## config.mk

```make
export PLATFORM = sky130hd
export DESIGN_NAME = mem_access_responder_flat
export DESIGN_NICKNAME = d
export VERILOG_FILES = /design/src/rtl/mem_access_responder_if.sv /design/src/rtl/mem_access_responder.sv /design/src/flat_wrapper.sv
export SDC_FILE = /design/constraint.sdc
export NUM_CORES = 1
export LEC_CHECK = 0
export ABC_AREA = 0
export CAP_MARGIN = 20
export CORE_UTILIZATION = 46
export DETAILED_ROUTE_END_ITERATION = 16
export PLACE_DENSITY = 0.83
export SLEW_MARGIN = 20
export SYNTH_ARGS = -nofsm -noshare
export SYNTH_HDL_FRONTEND = slang
export SYNTH_SLANG_ARGS = --single-unit
```

## constraint.sdc

```tcl
create_clock -name clk -period 5.9 [get_ports clk]
set_input_delay 0.885 -clock clk [delete_from_list [all_inputs] [get_ports clk]]
set_output_delay 0.885 -clock clk [all_outputs]
set_load 0.005 [all_outputs]
```

## src/rtl/mem_access_responder_if.sv

```systemverilog
// ---------------------------------------------------------------------------
// mem_access_responder_if
//   Bundles the command side (control store / AR / DR) and the RAM side of
//   the memory-access responder.
//
//   Command side : cmd_valid, mem_ctrl[2:0], ar_addr, dr_wdata in;
//                  ir_data, dr_rdata, ir_valid, dr_valid, busy, done, err out.
//   RAM side     : ram_en, ram_we, ram_addr, ram_wdata out; ram_rdata in.
//
//   slave  : the responder itself.
//   master : the environment (sequencer plus image RAM).
// ---------------------------------------------------------------------------
interface mem_access_responder_if #(
  parameter int ADDR_W = 16,
  parameter int DATA_W = 8
);
  logic              cmd_valid;
  logic [2:0]        mem_ctrl;
  logic [ADDR_W-1:0] ar_addr;
  logic [DATA_W-1:0] dr_wdata;

  logic              ram_en;
  logic              ram_we;
  logic [ADDR_W-1:0] ram_addr;
  logic [DATA_W-1:0] ram_wdata;
  logic [DATA_W-1:0] ram_rdata;

  logic [DATA_W-1:0] ir_data;
  logic [DATA_W-1:0] dr_rdata;
  logic              ir_valid;
  logic              dr_valid;
  logic              busy;
  logic              done;
  logic              err;

  modport slave (
    input  cmd_valid, mem_ctrl, ar_addr, dr_wdata, ram_rdata,
    output ram_en, ram_we, ram_addr, ram_wdata,
    output ir_data, dr_rdata, ir_valid, dr_valid, busy, done, err
  );

  modport master (
    output cmd_valid, mem_ctrl, ar_addr, dr_wdata, ram_rdata,
    input  ram_en, ram_we, ram_addr, ram_wdata,
    input  ir_data, dr_rdata, ir_valid, dr_valid, busy, done, err
  );
endinterface

```

## src/rtl/mem_access_responder.sv

```systemverilog
// ---------------------------------------------------------------------------
// mem_access_responder
//   Memory-side responder for the 3-bit memory-control field of the
//   microcoded control word (100 = instruction fetch, 010 = data read,
//   001 = data write). One command is accepted at a time; the responder
//   drives a synchronous image RAM with a fixed read latency, returns the
//   fetched/read byte and holds busy so the sequencer stalls until done.
//
//   Parameters
//     ADDR_W  address width (AR / RAM address)
//     DATA_W  data width (DR / RAM word)
//     DEPTH   number of valid RAM words; addresses >= DEPTH raise err
//     RD_LAT  RAM read latency in clocks, 1..7
//
//   Ports
//     clk  rising-edge clock
//     rst  asynchronous active-high reset
//     bus  mem_access_responder_if.slave
//            cmd_valid/mem_ctrl/ar_addr/dr_wdata : command in (sampled in IDLE)
//            ram_en/ram_we/ram_addr/ram_wdata    : RAM request (1-cycle pulse)
//            ram_rdata                           : RAM read data
//            ir_data/ir_valid                    : fetched instruction byte
//            dr_rdata/dr_valid                   : data-read result
//            busy/done/err                       : status (err is sticky)
//
//   Timing (command accepted on cycle T):
//     write            : ram_en at T+1, done at T+2
//     read / fetch     : ram_en at T+1, data latched at T+1+RD_LAT,
//                        done + valid at T+2+RD_LAT
//     illegal / range  : no RAM access, done at T+2, err set
// ---------------------------------------------------------------------------
module mem_access_responder #(
  parameter int          ADDR_W = 16,
  parameter int          DATA_W = 8,
  parameter int unsigned DEPTH  = 65536,
  parameter int          RD_LAT = 2
) (
  input  logic                  clk,
  input  logic                  rst,
  mem_access_responder_if.slave bus
);

  // Range limit widened by one bit so DEPTH == 2**ADDR_W fits and the
  // unsigned compare is then always true (no range errors).
  localparam logic [ADDR_W:0] DEPTH_EXT = (ADDR_W + 1)'(DEPTH);
  localparam logic [2:0]      RD_LAT_C  = 3'(RD_LAT);

  typedef enum logic [1:0] {
    IDLE  = 2'd0,
    ISSUE = 2'd1,
    WAIT  = 2'd2,
    RESP  = 2'd3
  } state_e;

  typedef enum logic [1:0] {
    K_WRITE = 2'd0,
    K_READ  = 2'd1,
    K_FETCH = 2'd2
  } kind_e;

  state_e            state, state_nxt;
  logic [2:0]        cnt, cnt_nxt;

  kind_e             cmd_kind;
  logic              cmd_bad;
  logic [ADDR_W-1:0] cmd_addr;
  logic [DATA_W-1:0] cmd_wdata;

  logic [DATA_W-1:0] ir_data_q;
  logic [DATA_W-1:0] dr_rdata_q;
  logic              err_q;

  logic              accept;
  logic              in_range;
  logic              legal;
  logic              bad_in;
  kind_e             kind_in;

  logic              ram_en_c;
  logic              ram_we_c;
  logic [ADDR_W-1:0] ram_addr_c;
  logic [DATA_W-1:0] ram_wdata_c;
  logic              lat_ir;
  logic              lat_dr;
  logic              done_c;
  logic              ir_valid_c;
  logic              dr_valid_c;

  // Exactly one of the three one-hot command encodings is legal.
  function automatic logic is_legal(input logic [2:0] c);
    return (c == 3'b100) || (c == 3'b010) || (c == 3'b001);
  endfunction

  function automatic kind_e decode_kind(input logic [2:0] c);
    kind_e k;
    case (c)
      3'b100:  k = K_FETCH;
      3'b010:  k = K_READ;
      default: k = K_WRITE;
    endcase
    return k;
  endfunction

  // ---- command acceptance ------------------------------------------------
  assign accept   = (state == IDLE) && bus.cmd_valid && (bus.mem_ctrl != 3'b000);
  assign legal    = is_legal(bus.mem_ctrl);
  assign in_range = ({1'b0, bus.ar_addr} < DEPTH_EXT);
  assign bad_in   = !legal || !in_range;
  assign kind_in  = decode_kind(bus.mem_ctrl);

  // ---- next state / outputs ----------------------------------------------
  always_comb begin
    state_nxt   = state;
    cnt_nxt     = cnt;
    ram_en_c    = 1'b0;
    ram_we_c    = 1'b0;
    ram_addr_c  = '0;
    ram_wdata_c = '0;
    lat_ir      = 1'b0;
    lat_dr      = 1'b0;
    done_c      = 1'b0;
    ir_valid_c  = 1'b0;
    dr_valid_c  = 1'b0;

    case (state)
      IDLE: begin
        if (accept) state_nxt = ISSUE;
      end

      ISSUE: begin
        if (cmd_bad) begin
          // Rejected command: spend the issue slot without touching RAM so
          // error completion keeps the same 2-cycle latency as a write.
          state_nxt = RESP;
        end else begin
          ram_en_c   = 1'b1;
          ram_addr_c = cmd_addr;
          if (cmd_kind == K_WRITE) begin
            ram_we_c    = 1'b1;
            ram_wdata_c = cmd_wdata;
            state_nxt   = RESP;
          end else begin
            cnt_nxt   = RD_LAT_C;
            state_nxt = WAIT;
          end
        end
      end

      WAIT: begin
        cnt_nxt = cnt - 3'd1;
        // cnt reaches 1 exactly RD_LAT cycles after ram_en, which is the
        // cycle the RAM presents valid read data.
        if (cnt == 3'd1) begin
          lat_ir    = (cmd_kind == K_FETCH);
          lat_dr    = (cmd_kind == K_READ);
          state_nxt = RESP;
        end
      end

      RESP: begin
        done_c     = 1'b1;
        ir_valid_c = !cmd_bad && (cmd_kind == K_FETCH);
        dr_valid_c = !cmd_bad && (cmd_kind == K_READ);
        state_nxt  = IDLE;
      end

      default: state_nxt = IDLE;
    endcase
  end

  // ---- control and result registers ---------------------------------------
  always_ff @(posedge clk or posedge rst) begin
    if (rst) begin
      state      <= IDLE;
      cnt        <= '0;
      cmd_kind   <= K_WRITE;
      cmd_bad    <= 1'b0;
      err_q      <= 1'b0;
      ir_data_q  <= '0;
      dr_rdata_q <= '0;
    end else begin
      state <= state_nxt;
      cnt   <= cnt_nxt;
      if (accept) begin
        cmd_kind <= kind_in;
        cmd_bad  <= bad_in;
        if (bad_in) err_q <= 1'b1;
      end
      if (lat_ir) ir_data_q  <= bus.ram_rdata;
      if (lat_dr) dr_rdata_q <= bus.ram_rdata;
    end
  end

  // ---- captured command payload -------------------------------------------
  always_ff @(posedge clk) begin
    if (accept) begin
      cmd_addr  <= bus.ar_addr;
      cmd_wdata <= bus.dr_wdata;
    end
  end

  assign bus.ram_en    = ram_en_c;
  assign bus.ram_we    = ram_we_c;
  assign bus.ram_addr  = ram_addr_c;
  assign bus.ram_wdata = ram_wdata_c;
  assign bus.ir_data   = ir_data_q;
  assign bus.dr_rdata  = dr_rdata_q;
  assign bus.ir_valid  = ir_valid_c;
  assign bus.dr_valid  = dr_valid_c;
  assign bus.busy      = (state != IDLE);
  assign bus.done      = done_c;
  assign bus.err       = err_q;

endmodule

```

## src/flat_wrapper.sv

```systemverilog
// flat-port wrapper written by rule: the top's interface ports become plain ports
module mem_access_responder_flat 
#(
  parameter int          ADDR_W = 16,
  parameter int          DATA_W = 8,
  parameter int unsigned DEPTH  = 65536,
  parameter int          RD_LAT = 2
)
  (clk, rst, bus_cmd_valid, bus_mem_ctrl, bus_ar_addr, bus_dr_wdata, bus_ram_rdata, bus_ram_en, bus_ram_we, bus_ram_addr, bus_ram_wdata, bus_ir_data, bus_dr_rdata, bus_ir_valid, bus_dr_valid, bus_busy, bus_done, bus_err);
  mem_access_responder_if #(.ADDR_W(ADDR_W), .DATA_W(DATA_W)) bus_i ();
  input  logic clk;
  input  logic rst;
  input wire logic [$bits(bus_i.cmd_valid)-1:0] bus_cmd_valid;
  input wire logic [$bits(bus_i.mem_ctrl)-1:0] bus_mem_ctrl;
  input wire logic [$bits(bus_i.ar_addr)-1:0] bus_ar_addr;
  input wire logic [$bits(bus_i.dr_wdata)-1:0] bus_dr_wdata;
  input wire logic [$bits(bus_i.ram_rdata)-1:0] bus_ram_rdata;
  output wire logic [$bits(bus_i.ram_en)-1:0] bus_ram_en;
  output wire logic [$bits(bus_i.ram_we)-1:0] bus_ram_we;
  output wire logic [$bits(bus_i.ram_addr)-1:0] bus_ram_addr;
  output wire logic [$bits(bus_i.ram_wdata)-1:0] bus_ram_wdata;
  output wire logic [$bits(bus_i.ir_data)-1:0] bus_ir_data;
  output wire logic [$bits(bus_i.dr_rdata)-1:0] bus_dr_rdata;
  output wire logic [$bits(bus_i.ir_valid)-1:0] bus_ir_valid;
  output wire logic [$bits(bus_i.dr_valid)-1:0] bus_dr_valid;
  output wire logic [$bits(bus_i.busy)-1:0] bus_busy;
  output wire logic [$bits(bus_i.done)-1:0] bus_done;
  output wire logic [$bits(bus_i.err)-1:0] bus_err;
  assign bus_i.cmd_valid = bus_cmd_valid;
  assign bus_i.mem_ctrl = bus_mem_ctrl;
  assign bus_i.ar_addr = bus_ar_addr;
  assign bus_i.dr_wdata = bus_dr_wdata;
  assign bus_i.ram_rdata = bus_ram_rdata;
  assign bus_ram_en = bus_i.ram_en;
  assign bus_ram_we = bus_i.ram_we;
  assign bus_ram_addr = bus_i.ram_addr;
  assign bus_ram_wdata = bus_i.ram_wdata;
  assign bus_ir_data = bus_i.ir_data;
  assign bus_dr_rdata = bus_i.dr_rdata;
  assign bus_ir_valid = bus_i.ir_valid;
  assign bus_dr_valid = bus_i.dr_valid;
  assign bus_busy = bus_i.busy;
  assign bus_done = bus_i.done;
  assign bus_err = bus_i.err;
  mem_access_responder #(.ADDR_W(ADDR_W), .DATA_W(DATA_W), .DEPTH(DEPTH), .RD_LAT(RD_LAT)) u_core (.clk(clk), .rst(rst), .bus(bus_i));
endmodule
```

== Word-level counts from Yosys, hierarchy flattened ==
Index checks and enable logic that the tools add are counted.
Storage, ports and cells
  register bits after elaboration: 49
  input port bits: 38
  output and inout port bits: 47
  logic and storage cells: 66
Cells by class
  add/subtract/negate cells: 1
  equal/unequal tests: 13
  muxes and demuxes: 26
  bitwise operators: 1
  reductions and logical operators: 16
Operator list (number)
  $mux 16: 2
  $mux 8: 3
  $mux 1: 13
  $pmux 2 s4: 1
  $eq 2x2->1 const B: 3
  $eq 3x1->1 const B: 2
  $mux 2: 3
  $mux 3: 2
  $pmux 3 s2: 1
  $eq 2x1->1 const B: 2
  $logic_and 1x1->1: 4
  $logic_not 2->1: 2
  $ne 2x1->1 const B: 2
  $ne 2x2->1 const B: 2
  $pmux 2 s2: 1
  $reduce_and 2->1: 2
  $reduce_bool 2->1: 2
  $eq 3x2->1 const B: 1
  $eq 3x3->1 const B: 1
  $reduce_and 3->1: 1
  $reduce_bool 3->1: 1
  $sub 3x1->3 const B: 1
  $logic_not 1->1: 2
  $logic_or 1x1->1: 2
  $not 1->1: 1

== Logic depth before layout (Yosys ltp) ==
  depth in word-level cells: 5
  depth in mapped cells: 6
  depth with buffers taken out: 6

== Least setup slack after synthesis ==
No wires, ideal clock.
  kind: input-to-reg
  from: input bus_cmd_valid
  to: register u_core.cmd_addr[0], enable pin
  library setup time: 405 ps
  data arrival time: 2018 ps
  data required time: 5495 ps
  setup slack: 3477 ps
  stages: 2
  buffers on the path: 0
  cells stage by stage: nand2_1 nor2_1
Between the ends
  longest elaborated chain between the ends: 2
RTL lines
  from (decl): RTL line flat_wrapper.sv:13  | input wire logic [$bits(bus_i.cmd_valid)-1:0] bus_cmd_valid;
  $logic_and 1x1->1 (2 in a row): RTL line mem_access_responder.sv:105  | assign accept = (state == IDLE) && bus.cmd_valid && (bus.mem_ctrl != 3'b000);
  named net u_core.accept: RTL line mem_access_responder.sv:73  | logic accept;
  to (signal assigned): RTL line mem_access_responder.sv:197  | cmd_addr <= bus.ar_addr;
  to (decl): RTL line mem_access_responder.sv:66  | logic [ADDR_W-1:0] cmd_addr;
The timed path passes the listed nets, and every way through them passes these cells.
A chain may end at the register's enable or synchronous reset.

== Worst setup path in the final report ==
  from: register u_core.state[1]
  to: output bus_ram_wdata[2]
Between the ends
  longest elaborated chain between the ends: 2
RTL lines
  from (decl): RTL line mem_access_responder.sv:61  | state_e state, state_nxt;
  from (signal assigned): RTL line mem_access_responder.sv:182  | state <= state_nxt;
  $eq 2x1->1: RTL line mem_access_responder.sv:125  | case (state)
  $mux 8: RTL line mem_access_responder.sv:125
  to (decl): RTL line flat_wrapper.sv:21  | output wire logic [$bits(bus_i.ram_wdata)-1:0] bus_ram_wdata;
Every way passes these cells.

==> metrics.yaml <==
status:
  status: "completed"
timing:
  rsz0062_at_grt: "no"
  maxSlewViolCount: 0
  slew_headroom: 0.366
  fin_crit_sh: 0.576
  min_period_ns: 3.40
  max_freq_ghz: 0.294
  finClkSkew_ns: 0.00554
  final-setup-viol-count: 0
  worst_pin_slew_ns: 0.950
  fin_setup_tns_ns: 0
  hold_viol: 0
  timing.hold.ws_ns: 0.490
finish:
  layout-drive-gt1-share: 0.0691
  nets: 291
  layoutNonFillerInstCount: 298
  diodes: 0
  seq_area_um2: 1350
  nFillCells: 323
  areaGrowthSynthToFinish_pct: 47.0
  final_util: 0.704
  multi_input_area_um2: 724
floorplan:
  pin_count: 85
  core_area_um2: 4380
  die_h_um: 69.6
  dieArea_um2: 4840
  die_x_um: 69.6
  start_util: 0.479
  num_rows: 24
route:
  first_iter_violations: 41
  dr.pass1.iters: 4
  routed_wl_mm: 4.54
  routedWlPerCell_um: 15.2
  vias: 1487
  via_per_inst: 4.99
  drc: 0
  ant_nets: 0
synth:
  synth_top_cell_by_area: "edfxtp_1"
  synth_nets: 203
  syn_avg_cell_area_um2: 13.4
  ys_top_cells_by_area: "edfxtp_1 34%, dfrtp_1 30%, and2_1 5.4%, mux2_1 5.4%, ha_1 4.8%"
  ys_types: 26
  netlist_area_um2: 2100
  synthFlopType: "dfrtp_1"
  synth_edf_count: 24
  syn_inst: 157
  synth_top_area_frac: 0.343
  synth_seq_cells: 49
  ys_async_sr_fraction: 0.510
  yosysSeqAreaShare: 0.641
  yosysMostFrequentCell: "dfrtp_1"
  ys.warnings.count: 0
  synth_common_cells: "25 x dfrtp_1, 24 x edfxtp_1, 18 x and2_1"
grt:
  grt_max_degree: 26
  grt_pass1_vias: 1581
  antenna_found_initial: 0
  grt_use_total: 0.197
  grt_overflow: 0
  grt_first_pass_wirelength_mm: 7.39
min_path:
  holdPathStages: 1
  hp-class: "flop to flop"
  min-delay-start: "u_core.bus.err"
  hold_end: "u_core.bus.err"
worst_setup_path:
  required_ns: 5.02
  r2r-end: "u_core.cmd_wdata[5]"
  regToRegSetupSlack_ns: 3.96
  end_kind: "output port"
  worstSetupPathType: "flop to output port"
  worstPathArrival_ns: 2.51
  r2r-start: "u_core.state[0]"
  crit_path_start_kind: "flop"
  worst-r2r-cell-count: 4
  path_max_fanout: 25
clock_network:
  clock_latency_ns: 0.29
  cts_setup_buffers: 0
  cts_tree: "built"
  htreeDepth: 2
  cts-resized-gates: 0
  cts.sinks: 49
  clk_pin_slew_ns: 0.08
  cts_hold_buf: 0
  clockBufferDepth: 2
  root_buffer: "clkbuf_8"
  numCtsBuffers: 5
pwr:
  peakVddDrop_v: 0.000188
  power_w: 0.00110
  power_density_nw_per_um2: 358
  power.leakage_nw: 1.28
place:
  placed_cells: 290
  dp_hpwl_mm: 3.34
  io_buffer_count: 84
  gp_congestion: 0.703
job:
  cap_violations: 0
[worst max-delay path: stages, from the launching register on]
cell and delay, ns:
dfrtp_1 0.41, inv_1 0.15, ha_1 0.21, nor2b_2 0.62, and3_1 0.29, clkdlybuf4s50_1 0.53
[sequential cells by signal (all words and copies together), names as in the netlist]
signal,flops
u_core.bus.dr_rdata,8
u_core.bus.err,1
u_core.bus.ir_data,8
u_core.cmd_addr,16
u_core.cmd_bad,1
u_core.cmd_kind,2
u_core.cmd_wdata,8
u_core.cnt,3
u_core.state,2
[layout make-up]
class | instances | share of cell area
timing repair buffer | 84 | 0.272
clock inverter | 1 | 0.00243
multi-input combinational | 98 | 0.235
clock buffer | 7 | 0.0247
tap | 52 | 0.0211
inverter | 7 | 0.00851
sequential | 49 | 0.436
[worst max-delay path by stage]
stage	start	to	slack [ns]	cells past startpoint
CTS	u_core.state[1]	bus_ram_wdata[2]	2.48	5
global route	u_core.state[1]	bus_ram_wdata[2]	2.33	5
detailed placement	u_core.state[1]	bus_ram_wdata[2]	2.83	5
finish	u_core.state[1]	bus_ram_wdata[2]	2.50	5
global placement	u_core.state[1]	bus_ram_wdata[7]	2.61	5
floorplan	bus_cmd_valid	u_core.cmd_addr[0]	3.48	2
[per-stage QoR]
step                setup WS (ns)  cell area (µm²)
floorplan                    3.48             2100
global placement             2.61             3000
detailed placement           2.83             3000
CTS                          2.48             3080
global route                 2.33             3090
finish                       2.50             3090
[power by group]
group          switching [W]  internal, W  leakage (nW)  total [W]
clock               0.000104    0.0000840        0.0385   0.000188
combinational       0.000203     0.000244         0.693   0.000447
sequential         0.0000385     0.000432         0.549   0.000470
total               0.000345     0.000759          1.28    0.00110
[cells in the final DEF, fill, tap and decap left out, types with 2 or more instances in the layout]
cell / netlist / final
clkdlybuf4s50_1: 0 / 84
dfrtp_1: 25 / 25
edfxtp_1: 24 / 24
and2_1: 18 / 18
mux2_1: 10 / 10
nor2_1: 11 / 10
nand2_1: 9 / 9
and3_1: 8 / 8
ha_1: 8 / 8
inv_1: 7 / 7
mux2_2: 6 / 6
o21ai_0: 5 / 5
clkbuf_8: 0 / 5
a21oi_1: 4 / 4
nor2_4: 2 / 3
nand2b_1: 3 / 3
or2b_1: 2 / 2
nand3b_1: 2 / 2
nor2b_1: 3 / 2
clkbuf_1: 2 / 2
[kinds of logic after synthesis]
group	count (synthesis)	synth area share
flops	49	0.641
compound gates	11	0.0334
buf+inv	10	0.0185
mux	16	0.0858
simple gates	62	0.169
fa+ha+maj	9	0.0524
[routing by layer]
metal | share of wire | GRT usage | vias to the layer above | routed length (µm)
li1 | - | - | 715 | -
met1 | 0.39 | 0.227 | 707 | 1750
met2 | 0.54 | 0.352 | 56 | 2440
met3 | 0.055 | 0.0436 | 9 | 252
met4 | 0.020 | 0.0839 | 0 | 93
met5 | 0 | 0 | - | 0
(Power assumes the default switching activity.)
